===== src/rtl/uart_pkg.sv =====
// Shared UART definitions: parity modes, receiver/transmitter FSM encoding and a clog2 helper.
package uart_pkg;

    localparam int unsigned PAR_NONE = 0;
    localparam int unsigned PAR_ODD  = 1;
    localparam int unsigned PAR_EVEN = 2;

    typedef enum logic [2:0] {
        StIdle,
        StStart,
        StData,
        StPar,
        StStop
    } uart_state_e;

    function automatic int unsigned clog2(input int unsigned value);
        int unsigned result;
        result = 0;
        while ((64'd1 << result) < 64'(value)) begin
            result = result + 1;
        end
        return result;
    endfunction

endpackage


===== src/rtl/uart_sync_edge.sv =====
// Two-flop synchroniser for the asynchronous rxd pad plus a falling-edge detector.
module uart_sync_edge (
    input  logic clk,
    input  logic rst,
    input  logic rxd,
    output logic rxd_s,
    output logic fall
);

    logic [2:0] sync_q;

    // Reset to the idle (high) line level so reset itself never looks like a start edge.
    always_ff @(posedge clk or posedge rst) begin
        if (rst) begin
            sync_q <= 3'b111;
        end else begin
            sync_q <= {sync_q[1:0], rxd};
        end
    end

    assign rxd_s = sync_q[1];
    assign fall  = sync_q[2] & ~sync_q[1];

endmodule


===== src/rtl/uart_rx_param.sv =====
// Parametrised UART receiver: mid-bit sampling, optional parity, 1 or 2 stop bits, error flags.
module uart_rx_param
    import uart_pkg::*;
#(
    parameter int unsigned CLKS_PER_BIT = 16,
    parameter int unsigned DATA_BITS    = 8,
    parameter int unsigned PARITY       = 0,
    parameter int unsigned STOP_BITS    = 1
) (
    input  logic                 clk,
    input  logic                 rst,
    input  logic                 rxd,
    output logic [DATA_BITS-1:0] word,
    output logic                 valid,
    output logic                 parity_err,
    output logic                 frame_err,
    output logic                 brk,
    output logic                 busy
);

    localparam int unsigned CntW = clog2(CLKS_PER_BIT);
    localparam int unsigned IdxW = clog2(DATA_BITS + 1);

    localparam logic [CntW-1:0] CntLast     = CntW'(CLKS_PER_BIT - 1);
    localparam logic [CntW-1:0] CntHalf     = CntW'(CLKS_PER_BIT / 2 - 1);
    localparam logic [IdxW-1:0] IdxDataLast = IdxW'(DATA_BITS - 1);
    localparam logic [IdxW-1:0] IdxStopLast = IdxW'(STOP_BITS - 1);
    localparam logic            ParEn       = 1'(PARITY != PAR_NONE);
    localparam logic            ParTarget   = 1'(PARITY == PAR_ODD);

    logic rxd_s;
    logic fall;

    uart_state_e          state_q, state_d;
    logic [CntW-1:0]      cnt_q, cnt_d;
    logic [IdxW-1:0]      idx_q, idx_d;
    logic [DATA_BITS-1:0] shreg_q, shreg_d;
    logic                 par_q, par_d;
    logic                 ferr_acc_q, ferr_acc_d;
    logic                 stop0_q, stop0_d;

    logic [DATA_BITS-1:0] word_q, word_d;
    logic                 valid_q, valid_d;
    logic                 parity_err_q, parity_err_d;
    logic                 frame_err_q, frame_err_d;
    logic                 brk_q, brk_d;

    logic fe_now;
    logic stop0_now;

    uart_sync_edge u_sync_edge (
        .clk   (clk),
        .rst   (rst),
        .rxd   (rxd),
        .rxd_s (rxd_s),
        .fall  (fall)
    );

    // Values including the stop sample taken this cycle, so completion sees the whole frame.
    assign fe_now    = ferr_acc_q | ~rxd_s;
    assign stop0_now = (idx_q == '0) ? rxd_s : stop0_q;

    always_comb begin
        state_d      = state_q;
        cnt_d        = cnt_q;
        idx_d        = idx_q;
        shreg_d      = shreg_q;
        par_d        = par_q;
        ferr_acc_d   = ferr_acc_q;
        stop0_d      = stop0_q;
        word_d       = word_q;
        valid_d      = 1'b0;
        parity_err_d = parity_err_q;
        frame_err_d  = frame_err_q;
        brk_d        = brk_q;

        unique case (state_q)
            StIdle: begin
                cnt_d = '0;
                if (fall) begin
                    state_d = StStart;
                end
            end
            StStart: begin
                if (cnt_q == CntHalf) begin
                    if (rxd_s) begin
                        state_d = StIdle;
                    end else begin
                        state_d    = StData;
                        cnt_d      = '0;
                        idx_d      = '0;
                        ferr_acc_d = 1'b0;
                        par_d      = 1'b0;
                    end
                end else begin
                    cnt_d = cnt_q + 1'b1;
                end
            end
            StData: begin
                if (cnt_q == CntLast) begin
                    cnt_d   = '0;
                    shreg_d = {rxd_s, shreg_q[DATA_BITS-1:1]};
                    idx_d   = idx_q + 1'b1;
                    if (idx_q == IdxDataLast) begin
                        idx_d   = '0;
                        state_d = ParEn ? StPar : StStop;
                    end
                end else begin
                    cnt_d = cnt_q + 1'b1;
                end
            end
            StPar: begin
                if (cnt_q == CntLast) begin
                    cnt_d   = '0;
                    par_d   = rxd_s;
                    state_d = StStop;
                end else begin
                    cnt_d = cnt_q + 1'b1;
                end
            end
            StStop: begin
                if (cnt_q == CntLast) begin
                    cnt_d      = '0;
                    idx_d      = idx_q + 1'b1;
                    ferr_acc_d = fe_now;
                    stop0_d    = stop0_now;
                    if (idx_q == IdxStopLast) begin
                        state_d      = StIdle;
                        idx_d        = '0;
                        valid_d      = 1'b1;
                        word_d       = shreg_q;
                        parity_err_d = ParEn & ((^{shreg_q, par_q}) != ParTarget);
                        frame_err_d  = fe_now;
                        brk_d        = ~(|shreg_q) & (~ParEn | ~par_q) & ~stop0_now;
                    end
                end else begin
                    cnt_d = cnt_q + 1'b1;
                end
            end
            default: begin
                state_d = StIdle;
            end
        endcase
    end

    always_ff @(posedge clk or posedge rst) begin
        if (rst) begin
            state_q      <= StIdle;
            cnt_q        <= '0;
            idx_q        <= '0;
            shreg_q      <= '0;
            par_q        <= 1'b0;
            ferr_acc_q   <= 1'b0;
            stop0_q      <= 1'b1;
            word_q       <= '0;
            valid_q      <= 1'b0;
            parity_err_q <= 1'b0;
            frame_err_q  <= 1'b0;
            brk_q        <= 1'b0;
        end else begin
            state_q      <= state_d;
            cnt_q        <= cnt_d;
            idx_q        <= idx_d;
            shreg_q      <= shreg_d;
            par_q        <= par_d;
            ferr_acc_q   <= ferr_acc_d;
            stop0_q      <= stop0_d;
            word_q       <= word_d;
            valid_q      <= valid_d;
            parity_err_q <= parity_err_d;
            frame_err_q  <= frame_err_d;
            brk_q        <= brk_d;
        end
    end

    assign word       = word_q;
    assign valid      = valid_q;
    assign parity_err = parity_err_q;
    assign frame_err  = frame_err_q;
    assign brk        = brk_q;
    assign busy       = (state_q != StIdle);

endmodule


===== config.mk =====
export PLATFORM = sky130hd
export DESIGN_NAME = uart_rx_param
export DESIGN_NICKNAME = d
export VERILOG_FILES = /design/src/rtl/uart_pkg.sv /design/src/rtl/uart_sync_edge.sv /design/src/rtl/uart_rx_param.sv
export SDC_FILE = /design/constraint.sdc
export NUM_CORES = 1
export LEC_CHECK = 0
export CAP_MARGIN = 20
export CORE_ASPECT_RATIO = 1.2
export CORE_MARGIN = 5
export CORE_UTILIZATION = 50
export CTS_CLUSTER_SIZE = 14
export DETAILED_ROUTE_END_ITERATION = 7
export HOLD_SLACK_MARGIN = 0.12
export PLACE_DENSITY = 0.71
export SYNTH_ARGS = -nofsm -noshare
export SYNTH_HDL_FRONTEND = slang
export SYNTH_HIERARCHICAL = 1
export SYNTH_SLANG_ARGS = --single-unit
export TNS_END_PERCENT = 50

===== constraint.sdc =====
create_clock -name clk -period 3.12 [get_ports clk]
set_input_delay 0.312 -clock clk [delete_from_list [all_inputs] [get_ports clk]]
set_output_delay 0.312 -clock clk [all_outputs]
set_load 0.05 [all_outputs]

==> metrics <==
status=finished, final reports clean; Layout Skew=0.00310 ns; Yosys cell types=44; FF-to-FF setup slack=0.73 ns; Max Fclk=418 MHz; CP Data Required Time=3.30 ns; most frequent cells in the layout=31 x dfrtp_1, 14 x clkdlybuf4s50_1, 12 x o21ai_0, 12 x mux2_2; r2r endpoint=word[3]$_DFFE_PP0P_; core area=3280 um2; commonest non-fill, non-tap cell in the layout=dfrtp_1; Ports=16; Die X-Extent=62.6 um; Syn Std Cell Area=1660 um2; Pins Over Slew Limit=0; worst r2r src=state_q[2]$_DFFE_PP0P_; latest clock arrival within the worst-skew pair=0.29 ns; Final TNS setup=0 ns; worst hold endpoint=u_sync_edge/sync_q[1]$_DFF_PP1_; Final WS setup=0.728 ns; hold_buf cts=0; wl on met1=1270 um; clock buffer depth=2; FILL cells=298; mean post-synth cell area=11.3 um2; Worst setup SP type=flip-flop; crit path max-delay cell type=or4b_1; worst hold stages=0; highest routed layer=met4; Final period util=0.767; Yosys warning count=6; Crit path max-delay family=simple AND/OR/NAND/NOR gates; sequential area share after synthesis=0.514; kind of critical path=flip-flop to flip-flop; WL met2=1470 um; CTS Buf Count=5; Max Cap Viol=0; CTS tree=yes; Area Overhead vs Synth=14.5%; GR Overflow Total=0; DR pass1 iterations=4; reg2reg path depth=3; CP max FO=14; Final setup viols=0; Leakage=~0.89 nW; H-tree levels=2; vias in the first global route=1168; CP endpoint kind=flip-flop; worst path arrival time=2.57 ns; Post-CTS Setup Repair Bufs=0; ant diodes=0; placer congestion estimate=0.794; die area=4580 um2; Period minus WS final=2.39 ns; Slew HR=0.528; RSZ-0062 raised after global routing=false; worst path bufs/invs=0; starting density of the core=0.506; drt initial violations=27; Power Density=675 nW/um2; Total GRT Usage=0.146; Synth Flop Type=dfrtp_1; via count=1112; ys async rst share=1.00; drt drc=0; cells along the critical path=or3b_1, or4b_1, mux2_4; Root Driver=clkbuf_8; vias per cell=5.59; Synth Instances=147; DRT Wirelength=2950 um; Post-synth EDFFs=0; Tot Pwr=1.28 mW; maximum VDD drop=~0.00047 V; Final #Nets=between 150 and 200; clk sinks=34; dpl hpwl=2130 um; fraction of layout cells with a size suffix above 1=0.198; # resized after CTS=0; row count=23; antenna violations before repair=0; Hold Violations, Final=0; number of port buffers=14; met3 wire length=between 100 and 150 um; pre-CTS WS=0.722 ns; Die Height=approximately 73 um; Syn Nets=153; largest net degree at the start of global routing=32; Routed WL per cell=14.8 um; antenna-violating nets left=0; Worst path max stage delay=0.82 ns; first-pass GRT wire length=between 5000 and 6000 um; HP Class=flip-flop to flip-flop; #FFs+latches synth=34; Worst Tran Pin Value=a little over 0.7 ns; HP Start=u_sync_edge/sync_q[0]$_DFF_PP1_; CTS clock-pin slew for the worst setup and hold paths=about 0.060 ns
cells in the mapped netlist, types with 3 or more instances:
master	number	area, um2
dfrtp_1	31	776
mux2_2	12	135
buf_2	3	15.0
nand2_1	8	30.0
inv_1	8	30.0
nand3_1	7	35.0
nor2_1	8	30.0
o21ai_0	12	60.1
nor3b_1	3	22.5
nor2b_1	4	25.0
dfstp_2	3	78.8
o22ai_1	3	18.8
xnor2_1	3	26.3
mux2_4	5	75.1
ha_1	3	37.5
how the worst max path moves through the flow:
stage                           startpoint                   to  slack (ns)  cells past startpoint
finish              state_q[2]$_DFFE_PP0P_  word[3]$_DFFE_PP0P_        0.73                      3
global route        state_q[2]$_DFFE_PP0P_  word[3]$_DFFE_PP0P_        0.60                      3
CTS                 state_q[2]$_DFFE_PP0P_  word[3]$_DFFE_PP0P_        0.73                      3
detailed placement  state_q[2]$_DFFE_PP0P_  word[7]$_DFFE_PP0P_        0.72                      3
global placement    state_q[2]$_DFFE_PP0P_  word[7]$_DFFE_PP0P_        0.80                      3
floorplan             idx_q[0]$_DFFE_PP0P_  word[3]$_DFFE_PP0P_        1.07                      7
sequential cells by signal (all words and copies together) (netlist names):
name and count:
frame_err 1, valid 1, word 8, state_q 3, cnt_q 4, brk 1, shreg_q 8, u_sync_edge/sync_q 3
ferr_acc_q 1, idx_q 4
per-stage QoR:
step                cell area, um2  instances   util  hold slack, ns
floorplan                     1660        147      -           0.245
global placement              1810        191  0.552           0.347
detailed placement            1810        191  0.552           0.351
CTS                           1900        199  0.580           0.361
global route                  1900        199  0.580           0.366
finish                        1900        199  0.580           0.359
kinds of logic (layout without fill, tap and decap cells):
family                     count (synthesis)  in the layout  share of synthesized area
AOI/OAI and AO/OA                         27             27                      0.107
xor gates and xnor gates                   3              3                     0.0158
adders and majority gates                  3              3                     0.0226
buffers and inverters                     16             31                     0.0452
DFF                                       34             34                      0.514
muxes                                     19             19                      0.139
other                                      1              1                    0.00226
and+or+nand+nor                           44             44                      0.154
final cells by class:
type / instances / area [um2] / share of cell area
inverters: 8 / 30.0 / 0.0158
repair buffers: 15 / 148 / 0.0776
well taps: 37 / 46.3 / 0.0243
flip-flops and latches: 34 / 855 / 0.449
clock buffers: 7 / 86.3 / 0.0454
multi-input cells: 97 / 732 / 0.385
clock inverters: 1 / 5.00 / 0.00263
power by group:
group | switching (mW) | internal [mW] | total, mW
Combinational | 0.185 | 0.161 | 0.346
Sequential | 0.0961 | 0.511 | 0.607
Clock | 0.154 | 0.178 | 0.332
layer usage:
layer  up-vias  track usage
met5         -            0
met4         0       0.0849
met3         7       0.0462
met2        19        0.247
met1       538        0.163
li1        548            -
Power figures use the tool's default switching activity.
